==> src/rtl/strobe_seq_pkg.sv <==
// strobe_seq_pkg
// Shared definitions for the IR LED strobe sequencer:
//   - state_e     : sequencer states (IDLE=0, DELAY=1, STROBE=2, HOLDOFF=3)
//   - CNT_W_DEF   : default width of delay/width/hold-off fields
//   - MISS_W_DEF  : default width of the missed-trigger counter
//   - first_phase : picks the first phase with a nonzero length
package strobe_seq_pkg;

  localparam int CNT_W_DEF  = 16;
  localparam int MISS_W_DEF = 8;

  typedef enum logic [1:0] {
    IDLE    = 2'd0,
    DELAY   = 2'd1,
    STROBE  = 2'd2,
    HOLDOFF = 2'd3
  } state_e;

  // Phases run in the fixed order DELAY, STROBE, HOLDOFF; zero-length
  // phases are skipped entirely. IDLE means nothing is left to run.
  function automatic state_e first_phase(input logic d_nz,
                                         input logic w_nz,
                                         input logic h_nz);
    state_e res;
    if (d_nz) begin
      res = DELAY;
    end else if (w_nz) begin
      res = STROBE;
    end else if (h_nz) begin
      res = HOLDOFF;
    end else begin
      res = IDLE;
    end
    return res;
  endfunction

endpackage

==> src/rtl/phase_counter.sv <==
// phase_counter
// Loadable down-counter used as the time base for every sequencer phase.
// Ports:
//   clock  in        rising-edge clock
//   reset  in        asynchronous active-high clear
//   load   in        load din (takes priority over enable)
//   din    in CNT_W  load value
//   enable in        decrement by one; holds at zero
//   zero   out       counter value is zero
//   dout   out CNT_W current counter value
module phase_counter #(
  parameter int CNT_W = 16
) (
  input  logic             clock,
  input  logic             reset,
  input  logic             load,
  input  logic [CNT_W-1:0] din,
  input  logic             enable,
  output logic             zero,
  output logic [CNT_W-1:0] dout
);

  logic [CNT_W-1:0] cnt_r;

  // Count register: load wins, otherwise decrement and stick at zero.
  always_ff @(posedge clock or posedge reset) begin
    if (reset) begin
      cnt_r <= '0;
    end else if (load) begin
      cnt_r <= din;
    end else if (enable && (cnt_r != '0)) begin
      cnt_r <= cnt_r - CNT_W'(1);
    end else begin
      cnt_r <= cnt_r;
    end
  end

  assign dout = cnt_r;
  assign zero = (cnt_r == '0);

endmodule

==> src/rtl/strobe_sequencer.sv <==
// strobe_sequencer
// Sequences the IR LED strobe for each camera exposure. An accepted
// frame-start trigger runs DELAY (D cycles), STROBE (W cycles) and
// HOLDOFF (H cycles), skipping zero-length phases, then returns to IDLE
// with a one-cycle done pulse. A trigger in the done cycle is accepted,
// so sequences can run back to back.
// Ports:
//   clock        in          rising-edge clock
//   reset        in          asynchronous active-high reset
//   enable       in          1 = triggers accepted in IDLE
//   abort        in          synchronous abort of any sequence
//   trigger      in          single-cycle frame-start pulse
//   cfg_delay    in  CNT_W   cycles from trigger to strobe rise
//   cfg_width    in  CNT_W   strobe high cycles
//   cfg_holdoff  in  CNT_W   cycles after strobe fall before re-arm
//   strobe       out         registered LED strobe
//   busy         out         registered, high in every non-IDLE state
//   done         out         registered one-cycle completion pulse
//   miss_count   out MISS_W  saturating count of dropped triggers
// Optional feature: define STROBE_SEQ_MISS_CNT_EN to implement the
// missed-trigger counter; otherwise miss_count is tied to zero.
module strobe_sequencer
  import strobe_seq_pkg::*;
#(
  parameter int CNT_W  = CNT_W_DEF,
  parameter int MISS_W = MISS_W_DEF
) (
  input  logic              clock,
  input  logic              reset,
  input  logic              enable,
  input  logic              abort,
  input  logic              trigger,
  input  logic [CNT_W-1:0]  cfg_delay,
  input  logic [CNT_W-1:0]  cfg_width,
  input  logic [CNT_W-1:0]  cfg_holdoff,
  output logic              strobe,
  output logic              busy,
  output logic              done,
  output logic [MISS_W-1:0] miss_count
);

  state_e           state_r;
  state_e           next_s;
  state_e           target_s;
  logic             entering_s;
  logic             accept_s;
  logic             done_s;
  logic             cnt_load_s;
  logic [CNT_W-1:0] cnt_din_s;
  logic             cnt_en_s;
  logic             cnt_zero_s;
  logic [CNT_W-1:0] cnt_dout_s;
  logic [CNT_W-1:0] w_r;
  logic [CNT_W-1:0] h_r;
  logic             strobe_r;
  logic             busy_r;
  logic             done_r;

  // D is consumed at acceptance, so only W and H need to be held.
  phase_counter #(.CNT_W(CNT_W)) u_phase_counter (
    .clock  (clock),
    .reset  (reset),
    .load   (cnt_load_s),
    .din    (cnt_din_s),
    .enable (cnt_en_s),
    .zero   (cnt_zero_s),
    .dout   (cnt_dout_s)
  );

  assign cnt_en_s = (state_r != IDLE) && (cnt_dout_s != '0);

  // Next-state logic: phase sequencing, counter load value and done pulse.
  always_comb begin
    next_s     = state_r;
    target_s   = IDLE;
    entering_s = 1'b0;
    accept_s   = 1'b0;
    done_s     = 1'b0;
    cnt_load_s = 1'b0;
    cnt_din_s  = '0;
    if (abort) begin
      next_s     = IDLE;
      cnt_load_s = 1'b1;
    end else begin
      case (state_r)
        IDLE: begin
          if (trigger && enable) begin
            accept_s   = 1'b1;
            entering_s = 1'b1;
            target_s   = first_phase(|cfg_delay, |cfg_width, |cfg_holdoff);
          end else begin
            entering_s = 1'b0;
          end
        end
        DELAY: begin
          if (cnt_zero_s) begin
            entering_s = 1'b1;
            target_s   = first_phase(1'b0, |w_r, |h_r);
          end else begin
            entering_s = 1'b0;
          end
        end
        STROBE: begin
          if (cnt_zero_s) begin
            entering_s = 1'b1;
            target_s   = first_phase(1'b0, 1'b0, |h_r);
          end else begin
            entering_s = 1'b0;
          end
        end
        HOLDOFF: begin
          if (cnt_zero_s) begin
            entering_s = 1'b1;
            target_s   = IDLE;
          end else begin
            entering_s = 1'b0;
          end
        end
        default: begin
          next_s     = IDLE;
          cnt_load_s = 1'b1;
        end
      endcase
      // A phase of N cycles loads N-1 and leaves when the counter reads 0.
      if (entering_s) begin
        next_s     = target_s;
        cnt_load_s = 1'b1;
        case (target_s)
          DELAY:   cnt_din_s = cfg_delay - CNT_W'(1);
          STROBE:  cnt_din_s = (accept_s ? cfg_width : w_r) - CNT_W'(1);
          HOLDOFF: cnt_din_s = (accept_s ? cfg_holdoff : h_r) - CNT_W'(1);
          default: done_s = 1'b1;
        endcase
      end else begin
        cnt_din_s = '0;
      end
    end
  end

  // State, latched configuration and registered outputs.
  always_ff @(posedge clock or posedge reset) begin
    if (reset) begin
      state_r  <= IDLE;
      w_r      <= '0;
      h_r      <= '0;
      strobe_r <= 1'b0;
      busy_r   <= 1'b0;
      done_r   <= 1'b0;
    end else begin
      state_r  <= next_s;
      strobe_r <= (next_s == STROBE);
      busy_r   <= (next_s != IDLE);
      done_r   <= done_s;
      if (accept_s) begin
        w_r <= cfg_width;
        h_r <= cfg_holdoff;
      end else begin
        w_r <= w_r;
        h_r <= h_r;
      end
    end
  end

  assign strobe = strobe_r;
  assign busy   = busy_r;
  assign done   = done_r;

`ifdef STROBE_SEQ_MISS_CNT_EN
  logic [MISS_W-1:0] miss_r;
  logic              miss_inc_s;

  // Abort wins over a same-cycle trigger, so such a trigger is not a miss.
  assign miss_inc_s = trigger && (state_r != IDLE) && !abort;

  // Saturating dropped-trigger counter.
  always_ff @(posedge clock or posedge reset) begin
    if (reset) begin
      miss_r <= '0;
    end else if (miss_inc_s && (miss_r != {MISS_W{1'b1}})) begin
      miss_r <= miss_r + MISS_W'(1);
    end else begin
      miss_r <= miss_r;
    end
  end

  assign miss_count = miss_r;
`else
  assign miss_count = '0;
`endif

endmodule

==> config.mk <==
export PLATFORM = sky130hd
export DESIGN_NAME = strobe_sequencer
export DESIGN_NICKNAME = d
export VERILOG_FILES = /design/src/rtl/strobe_seq_pkg.sv /design/src/rtl/phase_counter.sv /design/src/rtl/strobe_sequencer.sv
export SDC_FILE = /design/constraint.sdc
export NUM_CORES = 1
export LEC_CHECK = 0
export BUFFER_PORTS_ARGS = -buffer_cell sky130_fd_sc_hd__buf_2
export CAP_MARGIN = 20
export CELL_PAD_IN_SITES_DETAIL_PLACEMENT = 0
export CELL_PAD_IN_SITES_GLOBAL_PLACEMENT = 1
export CORE_ASPECT_RATIO = 1.1
export CORE_MARGIN = 2
export CORE_UTILIZATION = 40
export DETAILED_ROUTE_END_ITERATION = 8
export PLACE_DENSITY_LB_ADDON = 0.1
export SLEW_MARGIN = 5
export SYNTH_ARGS = -nofsm -noshare
export SYNTH_HDL_FRONTEND = slang
export SYNTH_SLANG_ARGS = --single-unit
export TNS_END_PERCENT = 5
==> constraint.sdc <==
create_clock -name clock -period 3.7 [get_ports clock]
set_input_delay 0.37 -clock clock [delete_from_list [all_inputs] [get_ports clock]]
set_output_delay 0.37 -clock clock [all_outputs]
set_load 0.05 [all_outputs]
[Word level (Yosys, flattened, before mapping)]
Cells that the tools add are included.
Cells by class
  $add $sub $neg: 4
  equal/unequal tests: 7
  multiplexer cells: 31
  reduce and logical (&&, ||, !) cells: 16
Operator list (number)
  2-to-1 mux 16 bit: 6
  OR reduction 16 bit: 5
  subtractor 16 x 1 -> 16 bit, second input constant: 4
  one-hot mux 16 bit (3 select lines): 1
  2-to-1 mux 2 bit: 11
  zero test 16 bit: 1
  nonzero test 16 bit: 1
  2-to-1 mux 1 bit: 11
  equality test 2 bit, second input constant: 5
  one-hot mux 2 bit (4 select lines): 1
  nonzero test 2 bit: 3
  OR reduction 3 bit: 2
  equality test 2 x 1 -> 1 bit, second input constant: 2
  logical AND 1 bit: 3
  zero test 2 bit: 1
  one-hot mux 1 bit (2 select lines): 1
Storage, ports and cells
  register bits after elaboration: 53
  input bits: 53
  output and inout port bits: 11
  logic and storage cells: 65

[Logic depth before layout (Yosys ltp)]
Gate-level depths: netlist of the first run.
  word-level depth: 12
  mapped depth: 17
  gate-level depth less buffers: 15

[Modules after synthesis]
From an unflattened synthesis of the first run, not the netlist that was laid out.
Unflattened totals
  cells, all modules: 455
  area, all modules: 3993.8 µm²
By module, submodules not included
  strobe_sequencer: instances 1, cells an instance 333, area an instance 2959.1 µm², seq. area each 925.9 µm²
  phase_counter: instances 1, cells an instance 122, area an instance 1034.7 µm², seq. area each 400.4 µm²

[Least setup slack after synthesis of the first run]
No wires, ideal clock.
  path type: in2reg
  start point: in cfg_holdoff[0]
  end point: reg u_phase_counter.cnt_r[12] (netlist: u_phase_counter.dout[12])
  library setup time: 0.065 ns
  arrival time: 3.416 ns
  required time: 3.635 ns
  setup slack: 0.219 ns
  stages: 13
  path buffers: 2
  path through: nor4_1 -> nand4_1 -> a21o_1 -> a21oi_1 -> buf_2 -> buf_2 -> mux4_2 -> a22oi_1 -> ha_1 -> nand4_2 -> or2_0 -> a21oi_1 -> o22a_1
On the way
  longest elaborated chain between the ends: 12
  elaborated cells on any way between the ends: 16
  those cells by class: add/sub: 1; eq/ne: 3; mux: 11; reduce/logical: 1
RTL lines
  start: declaration: RTL line strobe_sequencer.sv:35  | input logic [CNT_W-1:0] cfg_holdoff,
  OR reduction 16 bit: RTL line strobe_sequencer.sv:90  | target_s = first_phase(|cfg_delay, |cfg_width, |cfg_holdoff);
  2-to-1 mux 2 bit: RTL line strobe_seq_pkg.sv:29  | end else if (h_nz) begin
  2-to-1 mux 2 bit: RTL line strobe_seq_pkg.sv:27  | end else if (w_nz) begin
  2-to-1 mux 2 bit: RTL line strobe_seq_pkg.sv:25  | if (d_nz) begin
  2-to-1 mux 2 bit: RTL line strobe_sequencer.sv:87  | if (trigger && enable) begin
  one-hot mux 2 bit (4 select lines): RTL line strobe_sequencer.sv:85  | case (state_r)
  2-to-1 mux 2 bit: RTL line strobe_sequencer.sv:81  | if (abort) begin
  equality test 2 bit or equality test 2 x 1 -> 1 bit (tied branches): RTL line strobe_sequencer.sv:128  | case (target_s)
  one-hot mux 16 bit (3 select lines) (*): RTL line strobe_sequencer.sv:128
  2-to-1 mux 16 bit (*): RTL line strobe_sequencer.sv:125  | if (entering_s) begin
  2-to-1 mux 16 bit (*): RTL line strobe_sequencer.sv:81
  2-to-1 mux 16 bit (*): RTL line phase_counter.sv:29  | end else if (load) begin
  end signal: assignment: RTL line phase_counter.sv:30  | cnt_r <= din;
  end signal: assignment: RTL line phase_counter.sv:32  | cnt_r <= cnt_r - CNT_W'(1);
  end signal: assignment: RTL line phase_counter.sv:34  | cnt_r <= cnt_r;
  end: declaration: RTL line phase_counter.sv:23  | logic [CNT_W-1:0] cnt_r;
Every way passes the cells marked *; elsewhere a longest branch is shown, timed or not. The select of a mux whose other input is x is not followed.
A chain may end at the register's enable or synchronous reset.

[Worst setup path after layout of the first run]
  start point: reg h_r[1]
  end point: reg u_phase_counter.cnt_r[15] (netlist: u_phase_counter.dout[15])
On the way
  longest elaborated chain between the ends: 11
  elaborated cells on any way between the ends: 16
  those cells by class: add/sub: 1; eq/ne: 3; mux: 11; reduce/logical: 1
RTL lines
  start: declaration: RTL line strobe_sequencer.sv:54  | logic [CNT_W-1:0] h_r;
  start signal: assignment: RTL line strobe_sequencer.sv:156  | h_r <= cfg_holdoff;
  start signal: assignment: RTL line strobe_sequencer.sv:159  | h_r <= h_r;
  OR reduction 16 bit: RTL line strobe_sequencer.sv:98, strobe_sequencer.sv:106
  2-to-1 mux 2 bit: RTL line strobe_seq_pkg.sv:29
  2-to-1 mux 2 bit: RTL line strobe_seq_pkg.sv:27
  2-to-1 mux 2 bit: RTL line strobe_sequencer.sv:96  | if (cnt_zero_s) begin
  one-hot mux 2 bit (4 select lines): RTL line strobe_sequencer.sv:85
  2-to-1 mux 2 bit: RTL line strobe_sequencer.sv:81
  equality test 2 bit or equality test 2 x 1 -> 1 bit (tied branches): RTL line strobe_sequencer.sv:128
  one-hot mux 16 bit (3 select lines) (*): RTL line strobe_sequencer.sv:128
  2-to-1 mux 16 bit (*): RTL line strobe_sequencer.sv:125
  2-to-1 mux 16 bit (*): RTL line strobe_sequencer.sv:81
  2-to-1 mux 16 bit (*): RTL line phase_counter.sv:29
Marked as above.

==> flow_summary.toml, run 1 <==
[floorplan]
rows = 37
io-pin-count = 64
die_area_um2 = 10500
initial_core_util = 0.413
core_area_um2 = 9400
die_h_um = 107
die_w_um = 98.0

[placed_design]
dp_slack_ns = 0.109
place_congestion = 0.908
place.port_buffers = 55
dpl.hpwl_mm = 9.62

[clock_network]
ctsHoldBuffers = 0
cts.sinks = 53
clkLatencyLatePin_ns = 0.33
clockBufferDepth = 2
htreeDepth = 2
root_buffer = "clkbuf_8"
cts_tree = "built"
path_clk_slew_ns = 0.11
cts_made_buffers = 5

[synthesis]
synth_area_per_cell_um2 = 9.43
syn-cell-area_um2 = 3880
synth-seq-cells = 53
synth_top_cell_area_share = 0.341
synth_top_cell_by_area = "dfrtp_1"
synth.distinct_cells = 71
async_reset_ff_frac = 1.00
yosys-top-cells-area = "dfrtp_1 (34%), mux2_2 (10%), mux2i_1 (4.4%), nor4_1 (4.0%), nor2_1 (3.6%)"
ys_seq_area_frac = 0.341
ys_warn_count = 0
synth_ff_type = "dfrtp_1"
synthCells = 412
synth_edf_count = 0

[global_routing]
antenna_found_initial = 0
grt_pass1_wl_mm = 19.4
grt_start_max_net_pins = 33
grt_util_all_layers = 0.237
gr-total-overflow = 0
grt_pass1_vias = 3577

[power]
vdd_drop_max_v = 0.000184
p_int_mw = 1.30
pwr-share-clk = 0.152
p_sw_mw = 0.953
p_seq_frac = 0.432
comb_power_share = 0.416
power_density_nw_per_um2 = 509
p_leak_nw = 1.85
switching_share = 0.423

[worst_setup_path]
critPathLaunchType = "flop"
worstPathArrival_ns = 3.65
worst-path-max-fanout = 15
crit_path_end_kind = "flop"
cp_data_required_time_ns = 3.90
setup.worst_path.class = "reg -> reg"

[timing]
setup_viol = 0
finalCritPeriodShare = 0.932
min_period_ns = 3.45
drv_slew = 0
whs_ns = 0.0451
final.setup.tns_ns = 0
relSlewSlack = 0.570
skew_ns = 0.0179
max_freq_mhz = 290
fin_ws_ns = 0.251
worst_slew_pin_slew_ns = 0.636
hold_viol = 0

[route]
wl_per_cell_um = 20.6
avgViaCountPerCell = 5.98
drt_iter0_drc = 212
drtPass1Iterations = 4
finalWirelength_mm = 12.1
ant_nets = 0
drcViolationCount = 0
num_vias = 3516

[final_layout]
final_util = 0.471
diodes = 0
fin_nets = 526
drive_gt1_frac = 0.308
syn2layout_area_growth_pct = 13.9

[status]
status = "completed"

[job]
maxCapViolations = 0

[worst_hold_path]
hold_class = "in -> async"
==> power by group through the flow <==
stage	logic, mW	registers [mW]	clock network, mW
after floorplan	0.685	0.923	0
after global placement	0.919	0.975	0
after detailed placement	0.922	0.976	0
after CTS	0.929	0.965	0.353
after global routing	1.03	0.997	0.372
final	0.937	0.973	0.342
==> cell families after synthesis <==
group	count (synthesis)	synth area share
compound gates	93	0.178
xor+xnor	11	0.0248
fa+ha+maj	3	0.00967
buf+inv	35	0.0486
flops	53	0.341
mux	55	0.163
other cells	1	0.000966
simple gates	161	0.234
==> timing repair <==
item / CTS / global route
endpoints found under the hold margin: 0 / 0
setup endpoints to repair: 0 / 9
buffers inserted: 0 / 0
gates resized for setup: 0 / 5
==> flip-flops by register name, indices dropped and copies added (netlist names) <==
| register | cells |
|---|---|
| w_r | 16 |
| done | 1 |
| strobe | 1 |
| u_phase_counter.dout | 16 |
| h_r | 16 |
| busy | 1 |
| state_r | 2 |
==> cell usage after synthesis, types with 4 or more instances <==
master    count
a21o_1        7
a21oi_1      15
a22oi_1       7
and4_1        4
buf_2         7
buf_4         9
clkbuf_1     10
dfrtp_1      53
inv_1         6
mux2_2       35
mux2i_1      17
nand2_1      30
nand3_1       7
nand4_1       4
nor2_1       37
nor3_1       21
nor4_1       25
o21ai_0      24
o221ai_1      6
or3_1         4
xnor2_1       5
xor2_1        6
==> per-layer routing <==
layer / routed length [µm] / vias up / track usage
met3: 418 / 30 / 0.0318
met4: 531 / 0 / 0.116
met1: 5080 / 1721 / 0.284
met5: 0 / - / 0
met2: 6090 / 96 / 0.416
li1: - / 1669 / -
==> metrics by stage <==
stage	instance area [µm²]	total power, mW	instances
floorplan	3910	1.61	419
global placement	4310	1.89	580
detailed placement	4310	1.90	580
CTS	4390	2.25	588
global route	4420	2.40	588
finish	4420	2.25	588
==> cell usage in the layout (no fill, tap or decap), types with 7 or more instances in the layout <==
cell      n
nor3_1   21
a21oi_1  14
a22oi_1   7
nor4_1   23
nor2_1   36
nand3_1   7
buf_2    55
dfrtp_1  53
nand2_1  30
mux2i_1  17
conb_1    8
mux2_2   35
o21ai_0  24
buf_4    18
==> final timing paths <==
path                         startpoint                        to  slack (ns)  depth (start not counted)
setup / recovery                 h_r[1]  u_phase_counter.dout[15]        0.25                         10
hold / removal                    reset   u_phase_counter.dout[9]        0.05                          2
setup reg to reg                 h_r[1]  u_phase_counter.dout[15]        0.25                         10
hold reg to reg                  h_r[9]                    h_r[9]        0.55                          1
max in group asynchronous         reset                    w_r[9]        2.87                          3
min in group clock         cfg_width[4]                    w_r[4]        0.31                          2
==> layout make-up <==
type,instances,area (µm²)
clock buffer,6,72.6
clock inverter,2,13.8
fill,915,4970
inverter,6,22.5
multi-input combinational,331,2430
sequential,53,1330
tap,117,146
timing repair buffer,73,410
==> critical path: stages, from the launching register on <==
cell      delay, ns
dfrtp_1        0.44
nor4_1         0.50
and4_1         0.38
a2111o_1       0.22
nand3_2        0.32
buf_4          0.32
o32ai_4        0.35
nand4_4        0.14
nor4bb_1       0.28
nor4_1         0.10
a221o_1        0.28
No activity file was read; power rests on OpenSTA's default activity.
==> run 2: changes to the inputs <==
CORE_UTILIZATION = 30   (was 40)
CTS_CLUSTER_DIAMETER = 100   (was not set)
GPL_ROUTABILITY_DRIVEN = 0   (was not set)
==> run 2 against run 1 <==
Against the previous run:
- hold slack improved by 0.076 ns
- clock skew decreased by 0.014 ns
- clock power increased by 57%
- worst setup slack improved by 0.049 ns
- die area increased by 32%
- critical path type unchanged
- wire length increased by 2.1%
- core utilization decreased by 11 points
- sequential share of layout area decreased by 1.3 points
- final cell count increased by 8.7%
- highest routed layer unchanged
- non-clock buffer count increased by 12
- critical path depth increased by 1
==> flow_summary.toml, run 2 (synthesized netlist as in run 1, its figures left out) <==
[status]
status = "completed"

[route]
wl_per_cell_um = 19.4
ant_nets = 0
finalWirelength_mm = 12.4
drtPass1Iterations = 4
avgViaCountPerCell = 5.46
drcViolationCount = 0
drt_iter0_drc = 144
num_vias = 3488

[timing]
whs_ns = 0.122
min_period_ns = 3.40
relSlewSlack = 0.600
setup_viol = 0
rsz0062_at_grt = "false"
finalCritPeriodShare = 0.919
max_freq_mhz = 294
worst_slew_pin_slew_ns = 0.594
final.setup.tns_ns = 0
skew_ns = 0.00409
drv_slew = 0
hold_viol = 0

[floorplan]
io-pin-count = 64
die_h_um = 123
rows = 43
die_w_um = 112
core_area_um2 = 12600
initial_core_util = 0.307
die_area_um2 = 13900

[global_routing]
grt_start_max_net_pins = 33
gr-total-overflow = 0
grt_util_all_layers = 0.182
grt_pass1_vias = 3626
grt_pass1_wl_mm = 19.7
antenna_found_initial = 0

[power]
p_int_mw = 1.49
power_density_nw_per_um2 = 529
p_total_mw = 2.45
vdd_drop_max_v = 0.000221
pwr-share-clk = 0.219
p_sw_mw = 0.953
p_leak_nw = 1.94
p_seq_frac = 0.392
switching_share = 0.390
comb_power_share = 0.389

[worst_setup_path]
critPathSlowestCell = "a2111oi_4"
max_stage_delay_ns = 0.45
reg2reg_depth = 11
setup.worst_path.class = "reg -> reg"
crit_path_end_kind = "flop"
worstPathArrival_ns = 3.58
path_cells = "nor4_1, buf_4, nand4_1, a2111oi_4, a21o_2, mux2_2, o221ai_1, nand4_2, nor4bb_1, nor4_1, a221o_1"
critPathLaunchType = "flop"
cpMostUsedCell = "nor4_1"
cp_data_required_time_ns = 3.88
worst-path-max-fanout = 7

[job]
maxCapViolations = 0

[final_layout]
diodes = 0
num-fill-cells = 1302
final_common_cell = "buf_2"
final_cell_count_no_fill = 639
fin_nets = 538
syn2layout_area_growth_pct = 19.0
final_cell_mix = "buf_2 (55), dfrtp_1 (53), nor2_1 (36)"
drive_gt1_frac = 0.320
multi_input_area_um2 = 2410
final_util = 0.365
seqCellArea_um2 = 1330

[clock_network]
root_buffer = "clkbuf_16"
cts.sinks = 53
clkLatencyLatePin_ns = 0.29
htreeDepth = 2
path_clk_slew_ns = 0.07
cts_tree = "built"
postCtsSetupBuffers = 0
cts_made_buffers = 5
clockBufferDepth = 2

[worst_hold_path]
hold_class = "in -> async"

[placed_design]
dpl.hpwl_mm = 9.81
dp_cells = 632
place.port_buffers = 55
-- run 2: changes by cell type in the layout (fill, tap and decap cells not counted) --
cell | previous run | this run
buf_4 | 18 | 30
clkbuf_16 | 0 | 5
clkbuf_8 | 5 | 0
nor4_1 | 23 | 25
nor4_2 | 2 | 0
a211oi_1 | 1 | 2
a211oi_2 | 1 | 0
bufinv_16 | 0 | 1
clkbuf_1 | 1 | 0
inv_6 | 1 | 0
-- run 2: critical path: cells and delay by family, from the launching register on --
kind	cells	cell delay, ns
compound gates	4	1.23
simple gates	5	1.13
flops	1	0.40
mux	1	0.35
buf+inv	1	0.18
-- run 2: area by class of cell --
class / instances / share of cell area
Multi-Input combinational cell: 331 / 0.523
Clock buffer: 5 / 0.0271
Timing Repair Buffer: 85 / 0.108
Sequential cell: 53 / 0.287
Tap cell: 157 / 0.0425
Clock inverter: 2 / 0.00758
Inverter: 6 / 0.00487
-- run 2: path summary, 6_finish.rpt --
check | startpoint | end | slack, ns
min | reset | u_phase_counter.dout[13] | 0.12
min reg2reg | u_phase_counter.dout[9] | u_phase_counter.dout[9] | 0.54
min in group clock | cfg_width[9] | w_r[9] | 0.35
max reg2reg | w_r[9] | u_phase_counter.dout[15] | 0.30
max | w_r[9] | u_phase_counter.dout[15] | 0.30
max in group asynchronous | reset | w_r[1] | 2.77
-- run 2: layer usage --
layer  GRT usage  wire length, µm  share of wire  up-vias
li1            -                -              -     1692
met1       0.231             5420           0.44     1702
met2       0.327             6350           0.51       78
met3      0.0211              365          0.029       16
met4      0.0518              241          0.019        0
met5           0                0              0        -
-- run 2: metrics by stage --
step,setup slack (ns),area (µm²)
6_report,0.300,4620
5_1_grt,0.0109,4620
4_1_cts,0.163,4610
3_5_place_dp,0.151,4450
3_3_place_gp,0.0870,4450
2_1_floorplan,0.219,3910
-- run 2: what timing repair did --
action / in CTS / in global routing
resized for setup: 0 / 2
hold buffers: 0 / 0
endpoints found under the setup margin: 0 / 2
-- run 2: power groups by stage --
stage | sequential, mW | combinational (mW) | clock, mW
5_1_grt | 0.986 | 1.06 | 0.571
3_5_place_dp | 0.966 | 0.948 | 0
4_1_cts | 0.955 | 0.952 | 0.555
3_3_place_gp | 0.967 | 0.945 | 0
2_1_floorplan | 0.923 | 0.685 | 0
6_report | 0.958 | 0.952 | 0.536
==> run 3: changes to the inputs <==
--- a/config.mk
+++ b/config.mk
@@ -16,5 +16,5 @@
 export DETAILED_ROUTE_END_ITERATION = 8
 export GPL_ROUTABILITY_DRIVEN = 0
-export PLACE_DENSITY_LB_ADDON = 0.1
+export PLACE_DENSITY = 0.65
 export SLEW_MARGIN = 5
 export SYNTH_ARGS = -nofsm -noshare
==> constraint.sdc (replaced) <==
create_clock -name clock -period 3.7 [get_ports clock]
set_input_delay 0.185 -clock clock [delete_from_list [all_inputs] [get_ports clock]]
set_output_delay 0.185 -clock clock [all_outputs]
set_load 0.05 [all_outputs]
==> run 3 against run 2 <==
Against the previous run:
- clock power shrank 1%
- non-clock buffer count shrank 15
- via count rose by 0.46%
- hold slack worse by 0.059 ns
- count of clock-buffer cells in the layout did not move
- sequential power rose by 1%
- sequential share of layout area grew 0.54 points
- register-to-register slack worse by 0.095 ns
- wire length down 3.5%
- combinational power down 3.4%
- critical path type unchanged
- critical endpoint unchanged
- highest routed layer unchanged
==> flow_summary.toml, run 3 (synthesized netlist as in run 1, its figures left out) <==
[final_layout]
multi_input_area_um2 = 2440
final_util = 0.359
syn2layout_area_growth_pct = 16.8
final_cell_mix = "buf_2 (55), dfrtp_1 (53), nor2_1 (36)"
fin_nets = 523
drive_gt1_frac = 0.306
seqCellArea_um2 = 1330
final_common_cell = "buf_2"
diodes = 0
num-fill-cells = 1301

[route]
num_vias = 3504
ant_nets = 0
finalWirelength_mm = 11.9
avgViaCountPerCell = 5.62
wl_per_cell_um = 19.1
drt_iter0_drc = 135
drtPass1Iterations = 5
drcViolationCount = 0

[floorplan]
core_area_um2 = 12600
rows = 43
io-pin-count = 64
initial_core_util = 0.307
die_w_um = 112
die_h_um = 123
die_area_um2 = 13900

[worst_setup_path]
reg2reg_from = "state_r[1]"
worstPathArrival_ns = 3.68
crit_start = "state_r[1]"
cp_data_required_time_ns = 3.88
reg2reg_depth = 10
setup.worst_path.class = "reg -> reg"
r2r_setup_slack_ns = 0.20
r2r-end = "u_phase_counter.dout[15]"
worst-path-max-fanout = 10
crit_path_end_kind = "flop"
critPathLaunchType = "flop"

[timing]
finalCritPeriodShare = 0.945
worst_slew_pin_slew_ns = 0.728
rsz0062_at_grt = "false"
fin_ws_ns = 0.205
drv_slew = 0
skew_ns = 0.00520
max_freq_mhz = 286
hold_viol = 0
whs_ns = 0.0630
relSlewSlack = 0.514
setup_viol = 0
final.setup.tns_ns = 0
min_period_ns = 3.50

[clock_network]
cts.sinks = 53
htreeDepth = 2
cts_made_buffers = 5
postCtsSetupBuffers = 0
root_buffer = "clkbuf_16"
cts_tree = "built"
clkLatencyLatePin_ns = 0.29
ctsHoldBuffers = 0
clockBufferDepth = 2
path_clk_slew_ns = 0.07

[power]
power_density_nw_per_um2 = 533
p_total_mw = 2.42
p_leak_nw = 1.88
vdd_drop_max_v = 0.000181

[global_routing]
grt_pass1_wl_mm = 18.8
grt_pass1_vias = 3502
global_route.usage.met3 = 0.0230
gr-total-overflow = 0
busiest_layer = "met2"
antenna_found_initial = 0
grt_start_max_net_pins = 54
use_met1 = 0.216
grt_util_all_layers = 0.172
met2_usage = 0.308

[worst_hold_path]
hold_class = "in -> async"

[status]
status = "completed"

[placed_design]
place.port_buffers = 55
dpl.hpwl_mm = 9.25
dp_slack_ns = 0.198

[job]
maxCapViolations = 0
## run 3: per-stage QoR
stage,std cells,area [µm²]
global route,624,4540
floorplan,419,3910
finish,624,4540
CTS,624,4490
global placement,617,4330
detailed placement,617,4330
## run 3: metal layers
metal | wire length, µm | up-vias
met5 | 0 | -
met1 | 5030 | 1724
met2 | 6160 | 94
met3 | 468 | 18
met4 | 283 | 0
li1 | - | 1668
## run 3: repair_timing
action,4_1_cts,5_1_grt
gates resized for setup,0,6
endpoints found under the hold margin,0,0
endpoints found under the setup margin,0,7
## run 3: cell type report
| cell class | count | area share |
|---|---|---|
| well taps | 157 | 0.0433 |
| clock buffers | 5 | 0.0276 |
| flip-flops and latches | 53 | 0.292 |
| inverters | 6 | 0.00497 |
| multi-input cells | 331 | 0.538 |
| clock inverters | 2 | 0.00772 |
| repair buffers | 70 | 0.0855 |
## run 3: report_power, final
group	switching [mW]	internal, mW	total, mW
Combinational	0.515	0.405	0.920
Sequential	0.211	0.758	0.969
Clock	0.215	0.315	0.530
Total	0.940	1.48	2.42
## run 3: how the worst max path moves through the flow
| stage | to | cells past startpoint |
|---|---|---|
| floorplan | u_phase_counter.dout[12] | 15 |
| global placement | u_phase_counter.dout[15] | 10 |
| detailed placement | u_phase_counter.dout[15] | 12 |
| CTS | u_phase_counter.dout[15] | 12 |
| global route | u_phase_counter.dout[15] | 12 |
| finish | u_phase_counter.dout[15] | 10 |
## run 3: critical path, stage by stage (launching register included)
cell      delay, ns
dfrtp_1        0.45
nor2_1         0.31
nand3_1        0.42
buf_4          0.34
mux2i_1        0.39
nand3_1        0.24
a32oi_4        0.37
nand4_4        0.17
nor4bb_1       0.31
nor4_1         0.10
a221o_1        0.28
